===== src/rtl/player_input_ctrl.sv =====
`timescale 1ns/1ps
// -----------------------------------------------------------------------------
// player_input_ctrl
//
// Front end between the board push-buttons and the VGA sprite pipeline.
// Synchronizes and debounces the left/right/fire buttons, steps the player
// column once per video frame with clamping, and manages eight missile slots
// whose enable bits stay high for MISSILE_FRAMES frames after a fire event.
//
// Ports
//   vga_clk_i      in   VGA pixel clock (only clock)
//   vga_rst_i      in   asynchronous reset, active low
//   btn_left       in   raw left button, asynchronous, active high
//   btn_right      in   raw right button, asynchronous, active high
//   btn_fire       in   raw fire button, asynchronous, active high
//   vga_vs         in   vertical sync, active-low pulse
//   btn_col        out  player column in pixels (registered)
//   btn_missle_en  out  bit k high while missile slot k is in flight
//   missiles_full  out  high when all 8 slots are in flight (registered)
//
// Build option
//   PLAYER_AUTOFIRE_EN  when defined, a held fire button re-fires every
//                       AUTOFIRE_FRAMES frame ticks after its rising edge.
// -----------------------------------------------------------------------------
module player_input_ctrl #(
  parameter int DEBOUNCE_CYCLES = 250000,
  parameter int COL_MIN         = 0,
  parameter int COL_MAX         = 608,
  parameter int COL_INIT        = 304,
  parameter int STEP            = 4,
  parameter int MISSILE_FRAMES  = 60,
  parameter int AUTOFIRE_FRAMES = 15
) (
  input  logic        vga_clk_i,
  input  logic        vga_rst_i,
  input  logic        btn_left,
  input  logic        btn_right,
  input  logic        btn_fire,
  input  logic        vga_vs,
  output logic [11:0] btn_col,
  output logic [7:0]  btn_missle_en,
  output logic        missiles_full
);

  localparam int                 DB_W   = $clog2(DEBOUNCE_CYCLES + 1);
  localparam logic [DB_W-1:0]    DB_MAX = DB_W'(DEBOUNCE_CYCLES);
  localparam logic signed [12:0] C_STEP = 13'(STEP);
  localparam logic signed [12:0] C_MIN  = 13'(COL_MIN);
  localparam logic signed [12:0] C_MAX  = 13'(COL_MAX);
  localparam logic [5:0]         C_MF   = 6'(MISSILE_FRAMES);

  // Out-of-range frame counts would silently wrap the 6-bit / 5-bit counters.
  if (MISSILE_FRAMES < 1 || MISSILE_FRAMES > 63 ||
      AUTOFIRE_FRAMES < 1 || AUTOFIRE_FRAMES > 31) begin : g_bad_param
    $error("player_input_ctrl: MISSILE_FRAMES must be 1..63, AUTOFIRE_FRAMES 1..31");
  end

  // Button index: 0 = left, 1 = right, 2 = fire.
  logic [2:0]      w_btn_raw;
  logic [2:0]      r_btn_s0;
  logic [2:0]      r_btn_s1;
  logic [2:0]      r_btn_db;
  logic [DB_W-1:0] r_db_cnt [3];

  logic r_vs_s0;
  logic r_vs_s1;
  logic r_vs_d;
  logic w_frame_tick;

  logic r_fire_d;
  logic w_fire_rise;
  logic w_fire_evt;

  logic signed [12:0] w_col_s;
  logic signed [12:0] w_col_left;
  logic signed [12:0] w_col_right;
  logic [11:0]        w_col_next;

  logic [7:0] w_free;
  logic [7:0] w_alloc;
  logic [7:0] w_en_next;
  logic [5:0] w_cnt_next [8];
  logic [5:0] r_slot_cnt [8];

  assign w_btn_raw = {btn_fire, btn_right, btn_left};

  // ---- Button synchronizers and debounce ------------------------------------
  // A counter only runs while the synchronized level disagrees with the
  // debounced one; any agreement (a glitch ending) restarts it from zero.
  always_ff @(posedge vga_clk_i or negedge vga_rst_i) begin
    if (!vga_rst_i) begin
      r_btn_s0 <= '0;
      r_btn_s1 <= '0;
      r_btn_db <= '0;
      for (int i = 0; i < 3; i++) r_db_cnt[i] <= '0;
    end else begin
      r_btn_s0 <= w_btn_raw;
      r_btn_s1 <= r_btn_s0;
      for (int i = 0; i < 3; i++) begin
        if (r_btn_s1[i] == r_btn_db[i]) begin
          r_db_cnt[i] <= '0;
        end else if (r_db_cnt[i] == DB_MAX) begin
          r_btn_db[i] <= ~r_btn_db[i];
          r_db_cnt[i] <= '0;
        end else begin
          r_db_cnt[i] <= r_db_cnt[i] + 1'b1;
        end
      end
    end
  end

  // ---- Frame tick and fire edge ----------------------------------------------
  // Sync chain resets low so a vsync already high at reset release is seen as
  // a rising edge and never produces a spurious tick.
  always_ff @(posedge vga_clk_i or negedge vga_rst_i) begin
    if (!vga_rst_i) begin
      r_vs_s0  <= 1'b0;
      r_vs_s1  <= 1'b0;
      r_vs_d   <= 1'b0;
      r_fire_d <= 1'b0;
    end else begin
      r_vs_s0  <= vga_vs;
      r_vs_s1  <= r_vs_s0;
      r_vs_d   <= r_vs_s1;
      r_fire_d <= r_btn_db[2];
    end
  end

  assign w_frame_tick = r_vs_d & ~r_vs_s1;
  assign w_fire_rise  = r_btn_db[2] & ~r_fire_d;

`ifdef PLAYER_AUTOFIRE_EN
  localparam logic [4:0] AF_LAST = 5'(AUTOFIRE_FRAMES - 1);

  logic [4:0] r_af_cnt;
  logic       w_af_evt;

  // A tick in the same cycle as the rising edge does not count toward the
  // first repeat; the period starts after the edge.
  assign w_af_evt = r_btn_db[2] & ~w_fire_rise & w_frame_tick &
                    (r_af_cnt == AF_LAST);

  always_ff @(posedge vga_clk_i or negedge vga_rst_i) begin
    if (!vga_rst_i) begin
      r_af_cnt <= '0;
    end else if (w_fire_rise) begin
      r_af_cnt <= '0;
    end else if (r_btn_db[2] && w_frame_tick) begin
      r_af_cnt <= (r_af_cnt == AF_LAST) ? 5'd0 : r_af_cnt + 5'd1;
    end
  end

  assign w_fire_evt = w_fire_rise | w_af_evt;
`else
  assign w_fire_evt = w_fire_rise;
`endif

  // ---- Player column ---------------------------------------------------------
  // Signed 13-bit math so stepping left from a small column goes negative
  // and clamps instead of wrapping to a large unsigned value.
  assign w_col_s     = signed'({1'b0, btn_col});
  assign w_col_left  = w_col_s - C_STEP;
  assign w_col_right = w_col_s + C_STEP;

  always_comb begin
    w_col_next = btn_col;
    if (r_btn_db[0] && !r_btn_db[1]) begin
      w_col_next = (w_col_left < C_MIN) ? C_MIN[11:0] : w_col_left[11:0];
    end else if (r_btn_db[1] && !r_btn_db[0]) begin
      w_col_next = (w_col_right > C_MAX) ? C_MAX[11:0] : w_col_right[11:0];
    end
  end

  always_ff @(posedge vga_clk_i or negedge vga_rst_i) begin
    if (!vga_rst_i) begin
      btn_col <= 12'(COL_INIT);
    end else if (w_frame_tick) begin
      btn_col <= w_col_next;
    end
  end

  // ---- Missile slots -----------------------------------------------------------
  // Allocation looks at the current (pre-expiry) enables, so a slot expiring
  // this cycle is not reusable until the next one. x & -x isolates the
  // lowest free slot.
  assign w_free  = ~btn_missle_en;
  assign w_alloc = w_fire_evt ? (w_free & (~w_free + 8'd1)) : 8'd0;

  always_comb begin
    w_en_next = btn_missle_en;
    for (int k = 0; k < 8; k++) begin
      w_cnt_next[k] = r_slot_cnt[k];
      if (w_alloc[k]) begin
        w_en_next[k]  = 1'b1;
        w_cnt_next[k] = C_MF;
      end else if (btn_missle_en[k] && w_frame_tick) begin
        w_cnt_next[k] = r_slot_cnt[k] - 6'd1;
        if (r_slot_cnt[k] == 6'd1) w_en_next[k] = 1'b0;
      end
    end
  end

  always_ff @(posedge vga_clk_i or negedge vga_rst_i) begin
    if (!vga_rst_i) begin
      btn_missle_en <= '0;
      missiles_full <= 1'b0;
      for (int k = 0; k < 8; k++) r_slot_cnt[k] <= '0;
    end else begin
      btn_missle_en <= w_en_next;
      missiles_full <= &w_en_next;
      for (int k = 0; k < 8; k++) r_slot_cnt[k] <= w_cnt_next[k];
    end
  end

endmodule


===== config.mk =====
export PLATFORM = sky130hd
export DESIGN_NAME = player_input_ctrl
export DESIGN_NICKNAME = d
export VERILOG_FILES = /design/src/rtl/player_input_ctrl.sv
export SDC_FILE = /design/constraint.sdc
export NUM_CORES = 1
export LEC_CHECK = 0
export ABC_AREA = 1
export BUFFER_PORTS_ARGS = -buffer_cell sky130_fd_sc_hd__buf_2
export CAP_MARGIN = 30
export CORE_UTILIZATION = 45
export DETAILED_ROUTE_END_ITERATION = 12
export PLACE_DENSITY = 0.66
export SYNTH_ARGS = -nofsm -noshare
export SYNTH_HDL_FRONTEND = slang
export SYNTH_SLANG_ARGS = --single-unit

===== constraint.sdc =====
create_clock -name vga_clk_i -period 2 [get_ports vga_clk_i]
set_clock_uncertainty 0.2 [all_clocks]
set_input_delay 0.1 -clock vga_clk_i [delete_from_list [all_inputs] [get_ports vga_clk_i]]
set_output_delay 0.1 -clock vga_clk_i [all_outputs]
set_load 0.02 [all_outputs]

Yosys cells after proc, flatten, opt, wreduce, memory -nomap -nowiden. Index checks and enable logic that the tools add are counted.

Bits in registers: 136. Input port bits: 6. Output and inout port bits: 21. Logic and storage cells: 143.

Add/subtract/negate cells: 14. $lt $le $gt $ge: 2. Equality and inequality tests: 14. Multiplexer cells: 51. Bitwise logic cells: 13. Reduce and logical (&&, ||, !) cells: 26.

Operator list (number): 18-bit two-way mux (6); 6-bit two-way mux (16); 18-bit by 1-bit adder with 18-bit output, second input constant (3); 18-bit equality test, second input constant (3); 6-bit by 1-bit equality test with 1-bit output, second input constant (8); 12-bit two-way mux (4); 6-bit by 1-bit subtractor with 6-bit output, second input constant (8); 1-bit two-way mux (24); 2-bit nonzero test (9); 8-bit NOT (2); 12-bit by 3-bit adder with 13-bit output, second input constant (1); 13-bit by 11-bit > comparator with 1-bit output, second input constant (1); 13-bit by 1-bit < comparator with 1-bit output, second input constant (1); 12-bit by 3-bit subtractor with 13-bit output, second input constant (1); 1-bit logical AND (10); 8-bit by 1-bit adder with 8-bit output, second input constant (1); 8-bit bitwise AND (1); 8-bit two-way mux (1); 1-bit NOT (8); 2-bit AND reduction (4); 8-bit AND reduction (1); 1-bit equality test (3); 1-bit bitwise AND (2); 1-bit logical NOT (2).

Depth between registers and ports, before layout. Gate-level depths: netlist of the first run.

Word-level depth: 7. Gate-level depth with buffers: 11. Mapped depth without buffers: 11.

Least setup slack after synthesis of the first run. OpenSTA, ideal clock, no wires.

Path kind: register to register. Start point: register btn_col[2]. End point: register btn_col[11]. Library setup time: 0.126 ns. Arrival time: 1.596 ns. Data required time: 1.674 ns. Path slack: 0.078 ns. Cell stages (with the launch flop): 12. Buffers on the path: 0. Period minus slack after synthesis: 1.922 ns. Cells stage by stage: dfrtp_1 -> inv_1 -> ha_1 -> nand3_1 -> nor3_2 -> nand2_1 -> nand2_1 -> inv_1 -> nand2_1 -> o21ai_0 -> nand2_1 -> o21ai_0.

Longest elaborated chain between the ends: 5. Elaborated cells on any way between the ends: 8. Classes of those cells: add/sub: 2; order compare: 2; mux: 4.

RTL lines: from (decl) (RTL line 40) `output logic [11:0] btn_col,`; from (signal assigned) (RTL line 176) `btn_col <= 12'(COL_INIT);`; from (signal assigned) (RTL line 178) `btn_col <= w_col_next;`; 12-bit by 3-bit adder with 13-bit output (RTL line 163) `assign w_col_right = w_col_s + C_STEP;`; 13-bit by 11-bit > comparator with 1-bit output (RTL line 170) `w_col_next = (w_col_right > C_MAX) ? C_MAX[11:0] : w_col_right[11:0];`; 12-bit two-way mux (RTL line 170); 12-bit two-way mux (RTL line 169) `end else if (r_btn_db[1] && !r_btn_db[0]) begin`; 12-bit two-way mux (*) (RTL line 167) `if (r_btn_db[0] && !r_btn_db[1]) begin`.

Mark *: on every way between the ends. The rest lies on a longest branch, timed or not. The select of a mux whose other input is x is not followed. A chain may end at the register's enable or synchronous reset.

Worst setup path in the final report of the first run. Ends and elaborated chain as after synthesis.

==> results of run 1 <==
cell families after synthesis:
kind of cell	synth area share (%)
compound gates	7.647
mux	0.1547
fa+ha+maj	4.296
simple gates	29.70
buf+inv	8.077
xor+xnor	3.970
flops	46.11
other cells	0.05151
power by group through the flow:
stage	sequential (W)	combinational (W)	clock [W]
2_1_floorplan	0.00280	0.0000717	0
3_3_place_gp	0.00280	0.000169	0
3_5_place_dp	0.00280	0.000170	0
4_1_cts	0.00275	0.000180	0.00318
5_1_grt	0.00276	0.000204	0.00329
6_report	0.00275	0.000174	0.00311
metrics by stage:
step | total power [W] | instances
global placement | 0.002971 | 1169
CTS | 0.006110 | 1204
floorplan | 0.002870 | 909
global route | 0.006246 | 1211
finish | 0.006039 | 1211
detailed placement | 0.002972 | 1169
worst paths after layout:
check / start / endpoint / slack, ns / depth (start not counted)
worst max-delay path: btn_col[2]$_DFFE_PN0P_ / btn_col[11]$_DFFE_PN0P_ / 0.14 / 11
worst min-delay path: btn_fire / r_btn_s0[2]$_DFF_PN0_ / 0.13 / 2
worst max register to register: btn_col[2]$_DFFE_PN0P_ / btn_col[11]$_DFFE_PN0P_ / 0.14 / 11
worst min register to register: r_btn_s0[0]$_DFF_PN0_ / r_btn_s1[0]$_DFF_PN0_ / 0.14 / 0
max in group asynchronous: vga_rst_i / btn_col[4]$_DFFE_PN1P_ / 0.47 / 4
min in group asynchronous: vga_rst_i / btn_col[9]$_DFFE_PN0P_ / 0.52 / 3
routing by layer:
metal  track usage [%]  vias up  share of wire, %  routed length (µm)
met2             30.36       61                47                6658
met1             24.53     2760                49                7054
met5                 0        -                 0                   0
met3             4.996       10               3.0                 430
met4             5.052        0               1.0                 144
li1                  -     3082                 -                   -
state kept, by name, summed over array words and instances (netlist names):
| signal | count |
|---|---|
| btn_missle_en | 8 |
| r_btn_s1 | 3 |
| r_vs_s1 | 1 |
| r_db_cnt | 54 |
| r_vs_s0 | 1 |
| r_vs_d | 1 |
| r_slot_cnt | 48 |
| r_btn_db | 3 |
| btn_col | 10 |
| r_fire_d | 1 |
| missiles_full | 1 |
| r_btn_s0 | 3 |
cell usage after synthesis, types with 2 or more instances:
master / instances / area share, %
or2_2: 9 / 0.77
nor2_1: 109 / 5.6
nor3_1: 25 / 1.7
inv_2: 3 / 0.15
ha_1: 25 / 4.3
nor2_2: 12 / 1.0
nand3b_1: 4 / 0.41
buf_4: 2 / 0.21
nor2_4: 6 / 0.93
nand2_2: 7 / 0.60
a21boi_0: 4 / 0.41
o22ai_1: 7 / 0.60
a21oi_1: 31 / 2.1
a31oi_1: 2 / 0.17
nand2_1: 159 / 8.2
nor4_1: 6 / 0.52
o21ai_1: 3 / 0.21
nand4_1: 27 / 2.3
nor3b_1: 6 / 0.62
nor3_2: 9 / 1.2
xor2_1: 30 / 3.6
dfstp_2: 3 / 1.1
nand3_2: 4 / 0.55
o211ai_1: 2 / 0.21
inv_1: 147 / 7.6
o21ai_0: 54 / 3.7
xnor2_1: 3 / 0.36
dfrtp_1: 131 / 45
nand3_1: 69 / 4.7
layout make-up:
type / count / area (µm²)
multi-input combinational: 621 / 3422
tap: 216 / 270.3
fill: 1440 / 7183
sequential: 134 / 3359
timing repair buffer: 60 / 436.7
clock buffer: 21 / 460.4
clock inverter: 8 / 126.4
inverter: 151 / 569.3
repair_timing:
action | CTS | global route
resized for setup | 0 | 25
buffers inserted | 0 | 7
endpoints found under the hold margin | 137 | 0
setup endpoints to repair | 0 | 18
hold buffers | 6 | 0
cell usage in the layout, fill, tap and decap left out, types with 3 or more instances in the layout:
master / count
nor2_4: 10
nand3b_1: 4
nor2_1: 107
clkbuf_16: 17
or2_2: 9
o22ai_1: 7
buf_4: 28
dlygate4sd3_1: 6
nor3_1: 25
xnor2_1: 3
inv_1: 145
o21ai_0: 54
nand3_1: 65
dfrtp_1: 129
clkinv_4: 3
nor4_1: 5
bufinv_16: 3
nand3_2: 8
inv_2: 5
nand2_1: 156
nor3_2: 8
nor3b_1: 6
nor2_2: 10
a21oi_1: 31
o21ai_1: 3
nand2_2: 10
dfstp_2: 3
ha_1: 22
buf_2: 23
xor2_1: 30
nand4_1: 27
==> metrics.md, run 1 <==
| Metric | Value |
|---|---|
| Final Net Count | 1016 |
| Final wirelength | 14.29 mm |
| Cell area after synthesis | 7281 µm² |
| Iteration-0 DRC Markers | 338 |
| Share of cells above drive strength 1 | 15.58% |
| Initial Utilization | 46.00% |
| Width of the die | 129.2 µm |
| Logic pwr share | 2.9% |
| Final slew viol count | 0 |
| Grt ovf | 0 |
| DP Worst Slack | 0.03814 ns |
| DRC viols | 0 |
| Critical path cell sequence | inv_2 -> ha_4 -> nand3_2 -> nor3_2 -> nand2_1 -> nand2_2 -> inv_1 -> nand2_1 -> o21ai_0 -> nand2_1 -> o21ai_0 |
| Fin crit share | 93.06% |
| Clk pwr share | 51.5% |
| Final setup viols | 0 |
| Worst VDD drop | 0.6125 mV |
| # rows | 46 |
| P_int | 0.004797 W |
| Antenna diodes | 0 |
| Vias in the first global route | 5524 |
| Fin Setup TNS | 0 ns |
| Detailed-route via count | 5913 |
| Run status | complete, no violations |
| Highest cell delay on the worst timing path | 0.44 ns |
| Register area share after synthesis | 46.11% |
| Via density | 4.883 |
| Core ar. | 15830 µm² |
| Drt wl/cell | 11.80 µm |
| Hold slack | 0.1260 ns |
| CTS tree | done |
| Cell mode on critical path | nand2_1 |
| Port bufs | 24 |
| Final hold viol count | 0 |
| Hpwl dp | 10.60 mm |
| Total track usage | 18.65% |
| Reg power frac | 45.6% |
| Critical Path Sink Type | register |
| Yosys cell types | 38 |
| Finished Cell Area | 8645 µm² |
| Fmax achieved | 0.5373 GHz |
| Worst Path Max Fanout | 6 |
| Worst skew pair latency | 0.42 ns |
| Max cap viols | 0 |
| Post-Place Cell Area | 7860 µm² |
| Final core utilization | 54.62% |
| Worst hold path class | input port to register |
| Largest net degree at the start of global routing | 44 |
| Final Wtd Congestion | 0.8993 |
| First-pass detailed-route iteration total | 5 |
| WP data arrival | 1.95 ns |
| CTS Buffer Depth | 2 |
| Clock Sinks | 134 |
| Reported net switching power | 0.001242 W |
| Layout area overhead | 18.73% |
| Post-synthesis register bit count | 134 |
| Async set or reset register ratio after synthesis | 100.0% |
| WP data required | 2.09 ns |
| First-pass GRT wire length | 24.69 mm |
| Top_reg_cell synth | dfrtp_1 |
| Avg Cell Area, Syn | 8.018 µm² |
| Crit-path leading delay family | simple AND/OR/NAND/NOR gates |
| Critical path class | register to register |
| Root Buffer | clkbuf_16 |
| Worst-path clk slew | 0.05 ns |
| Initial antenna violation count | 0 |
| Leakage | 4.129 nW |
| Detail Route Antenna Nets | 0 |
| Switching Fraction | 20.56% |
| WP buf/inv | 2 |
| Post-synthesis cell count | 908 |
| Io pins | 27 |
| CTS buffer count | 17 |
| Synth warnings | 0 |
| CTS H-Tree Depth | 4 |
| P per Cell Area | 698.6 nW/µm² |
| Die ar. | 16690 µm² |
| Startpoint types | register |
| Die span in y | 129.2 µm |
| Min Tclk post-route | 1.861 ns |
| Final worst slack | 0.1388 ns |
| Post-synth EDFFs | 0 |
| Slowest cell on the critical path | dfrtp_2 |
Power figures use the tool's default switching activity.
==> run 2, diff against run 1 <==
- CORE_UTILIZATION: 45 -> 35
- PLACE_DENSITY: 0.66 -> 0.55
==> run 2 against run 1 <==
Against the previous run: sequential power hardly changed; first-iteration DRC count decreased by 2.1%; power up 0.25%; flip-flop and latch count unchanged; clock-buffer cell count is 2 higher; clock power barely moved; largest cell class unchanged; critical path type unchanged; core utilization decreased by 12 points; highest routed layer unchanged; global-route usage is 3.4 points lower; worst setup slack improved by 0.0068 ns; routed wire length grew 6.4%; combinational power rose by 3%.
==> metrics.md, run 2 (synthesized netlist as in run 1, its figures left out) <==
| Metric | Value |
|---|---|
| Worst skew pair latency | 0.41 ns (was 0.42 ns) |
| Total Power | 0.006054 W (was 0.006039 W) |
| Clock Sinks | 134 (unchanged) |
| CTS buffer count | 17 (unchanged) |
| Multi-input logic area | 3397 µm² (was 3422 µm²) |
| Top Registers | r_db_cnt (54), r_slot_cnt (48), btn_col (10) (unchanged) |
| Die ar. | 21380 µm² (was 16690 µm²) |
| Hpwl dp | 11.33 mm (was 10.60 mm) |
| Final setup viols | 0 (unchanged) |
| Run status | complete, no violations (unchanged) |
| Detail Route Antenna Nets | 0 (unchanged) |
| Max reg flops | 54 (unchanged) |
| CTS tree | done (unchanged) |
| Initial Utilization | 35.87% (was 46.00%) |
| Port bufs | 24 (unchanged) |
| FILL cells | 2079 (was 1440) |
| Commonest non-fill, non-tap cells in the layout | nand2_1 (156), inv_1 (145), dfrtp_1 (130) (was nand2_1 (156), inv_1 (145), dfrtp_1 (129)) |
| Fmax achieved | 0.5393 GHz (was 0.5373 GHz) |
| CTS Buffer Depth | 2 (unchanged) |
| P per Cell Area | 695.6 nW/µm² (was 698.6 nW/µm²) |
| Detailed-route via count | 5968 (was 5913) |
| Post-Layout Cell Count | 1270 (was 1211) |
| Max cap viols | 0 (unchanged) |
| DRC viols | 0 (unchanged) |
| Worst Path Max Fanout | 6 (unchanged) |
| Core ar. | 20300 µm² (was 15830 µm²) |
| Startpoint types | register (unchanged) |
| Finished Cell Area | 8703 µm² (was 8645 µm²) |
| Fin crit share | 92.72% (was 93.06%) |
| Final hold viol count | 0 (unchanged) |
| Worst hold path class | input port to register (unchanged) |
| Final Wtd Congestion | 0.8627 (was 0.8993) |
| Initial antenna violation count | 0 (unchanged) |
| Min Tclk post-route | 1.854 ns (was 1.861 ns) |
| Iteration-0 DRC Markers | 331 (was 338) |
| Final wirelength | 15.21 mm (was 14.29 mm) |
| First-pass GRT wire length | 26.63 mm (was 24.69 mm) |
| Worst VDD drop | 0.4826 mV (was 0.6125 mV) |
| Io pins | 27 (unchanged) |
| Critical Path Sink Type | register (unchanged) |
| WP data required | 2.12 ns (was 2.09 ns) |
| Via density | 4.699 (was 4.883) |
| Die span in y | 146.2 µm (was 129.2 µm) |
| Vias in the first global route | 5779 (was 5524) |
| Critical path class | register to register (unchanged) |
| Grt ovf | 0 (unchanged) |
| Final slew viol count | 0 (unchanged) |
| Width of the die | 146.2 µm (was 129.2 µm) |
| Worst-path clk slew | 0.06 ns (was 0.05 ns) |
| First-pass detailed-route iteration total | 7 (was 5) |
| # rows | 52 (was 46) |
| Drt wl/cell | 11.97 µm (was 11.80 µm) |
| Largest net degree at the start of global routing | 44 (unchanged) |
| Layout area overhead | 19.54% (was 18.73%) |
| Commonest non-fill, non-tap cell in the layout | nand2_1 (unchanged) |
| Root Buffer | clkbuf_16 (unchanged) |
| WP data arrival | 1.98 ns (was 1.95 ns) |
| CTS H-Tree Depth | 4 (unchanged) |
| Share of cells above drive strength 1 | 15.20% (was 15.58%) |
| FF/Latch Area | 3358 µm² (was 3359 µm²) |
| Final Net Count | 1018 (was 1016) |
| Total track usage | 15.22% (was 18.65%) |
| Leakage | 4.145 nW (was 4.129 nW) |
| Antenna diodes | 0 (unchanged) |
| Largest reg by FF count | r_db_cnt (unchanged) |
| Post-Place Cell Area | 7950 µm² (was 7860 µm²) |
| Cells after DPL | 1226 (was 1169) |
| Final core utilization | 42.87% (was 54.62%) |
-- run 2: cell types whose count changed in the layout (fill, tap and decap cells not counted), moves of 2 or more --
cell,before,now
nand3_2,8,6
ha_1,22,24
clkinv_4,3,1
clkbuf_1,2,5
clkinvlp_4,0,2
nor2_4,10,8
nor2_2,10,12
nand3_1,65,67
-- run 2: worst max-delay path, cell delays in order (launching register included) --
cell	delay [ns]
dfstp_2	0.57
nand3_1	0.14
inv_2	0.12
nand2_1	0.07
xor2_1	0.19
nand2_1	0.07
nand2_1	0.10
nand3_2	0.12
a21boi_1	0.19
-- run 2: cell type report --
cell class / count / area share (%)
Inverter: 151 / 6.541
Sequential cell: 134 / 38.59
Clock buffer: 23 / 5.262
Clock inverter: 9 / 1.481
Timing Repair Buffer: 62 / 5.219
Tap cell: 270 / 3.882
Multi-Input combinational cell: 621 / 39.03
-- run 2: what timing repair did --
| action | in CTS | in global routing |
|---|---|---|
| resized for setup | 1 | 19 |
| buffers inserted | 0 | 5 |
| hold buffers | 7 | 0 |
| hold endpoints to repair | 137 | 0 |
| setup endpoints to repair | 1 | 25 |
| pin swaps | 0 | 2 |
-- run 2: power breakdown --
part | switching (W) | internal [W]
clock | 0.00113 | 0.00199
sequential | 0.0000171 | 0.00274
combinational | 0.000123 | 0.0000553
-- run 2: path summary, 6_finish.rpt --
check                                        from                   endpoint  slack (ns)  cells after the start
max                        btn_col[4]$_DFFE_PN1P_     btn_col[6]$_DFFE_PN0P_        0.15                      8
min reg2reg                 r_btn_s0[2]$_DFF_PN0_      r_btn_s1[2]$_DFF_PN0_        0.15                      0
max reg2reg                btn_col[4]$_DFFE_PN1P_     btn_col[6]$_DFFE_PN0P_        0.15                      8
min in group asynchronous               vga_rst_i  r_slot_cnt[5]$_DFFE_PN0P_        0.53                      3
max in group asynchronous               vga_rst_i    btn_col[11]$_DFFE_PN0P_        0.22                      4
min                                      btn_fire      r_btn_s0[2]$_DFF_PN0_        0.12                      2
-- run 2: per-stage QoR --
step | TNS, ns | hold slack (ns) | setup WS [ns]
CTS | 0 | 0.1026 | 0.02208
floorplan | 0 | -0.3956 | 0.07770
global placement | 0 | -0.1409 | 0.03810
detailed placement | -0.008232 | -0.1396 | -0.008232
global route | -0.02660 | 0.1156 | -0.02186
finish | 0 | 0.1225 | 0.1456
-- run 2: routing by layer --
metal / wire (µm) / up-vias / GRT usage (%)
met5: 0 / - / 0
met4: 193 / 0 / 5.052
met3: 704 / 13 / 3.969
met2: 6885 / 93 / 23.83
met1: 7424 / 2778 / 20.42
li1: - / 3084 / -
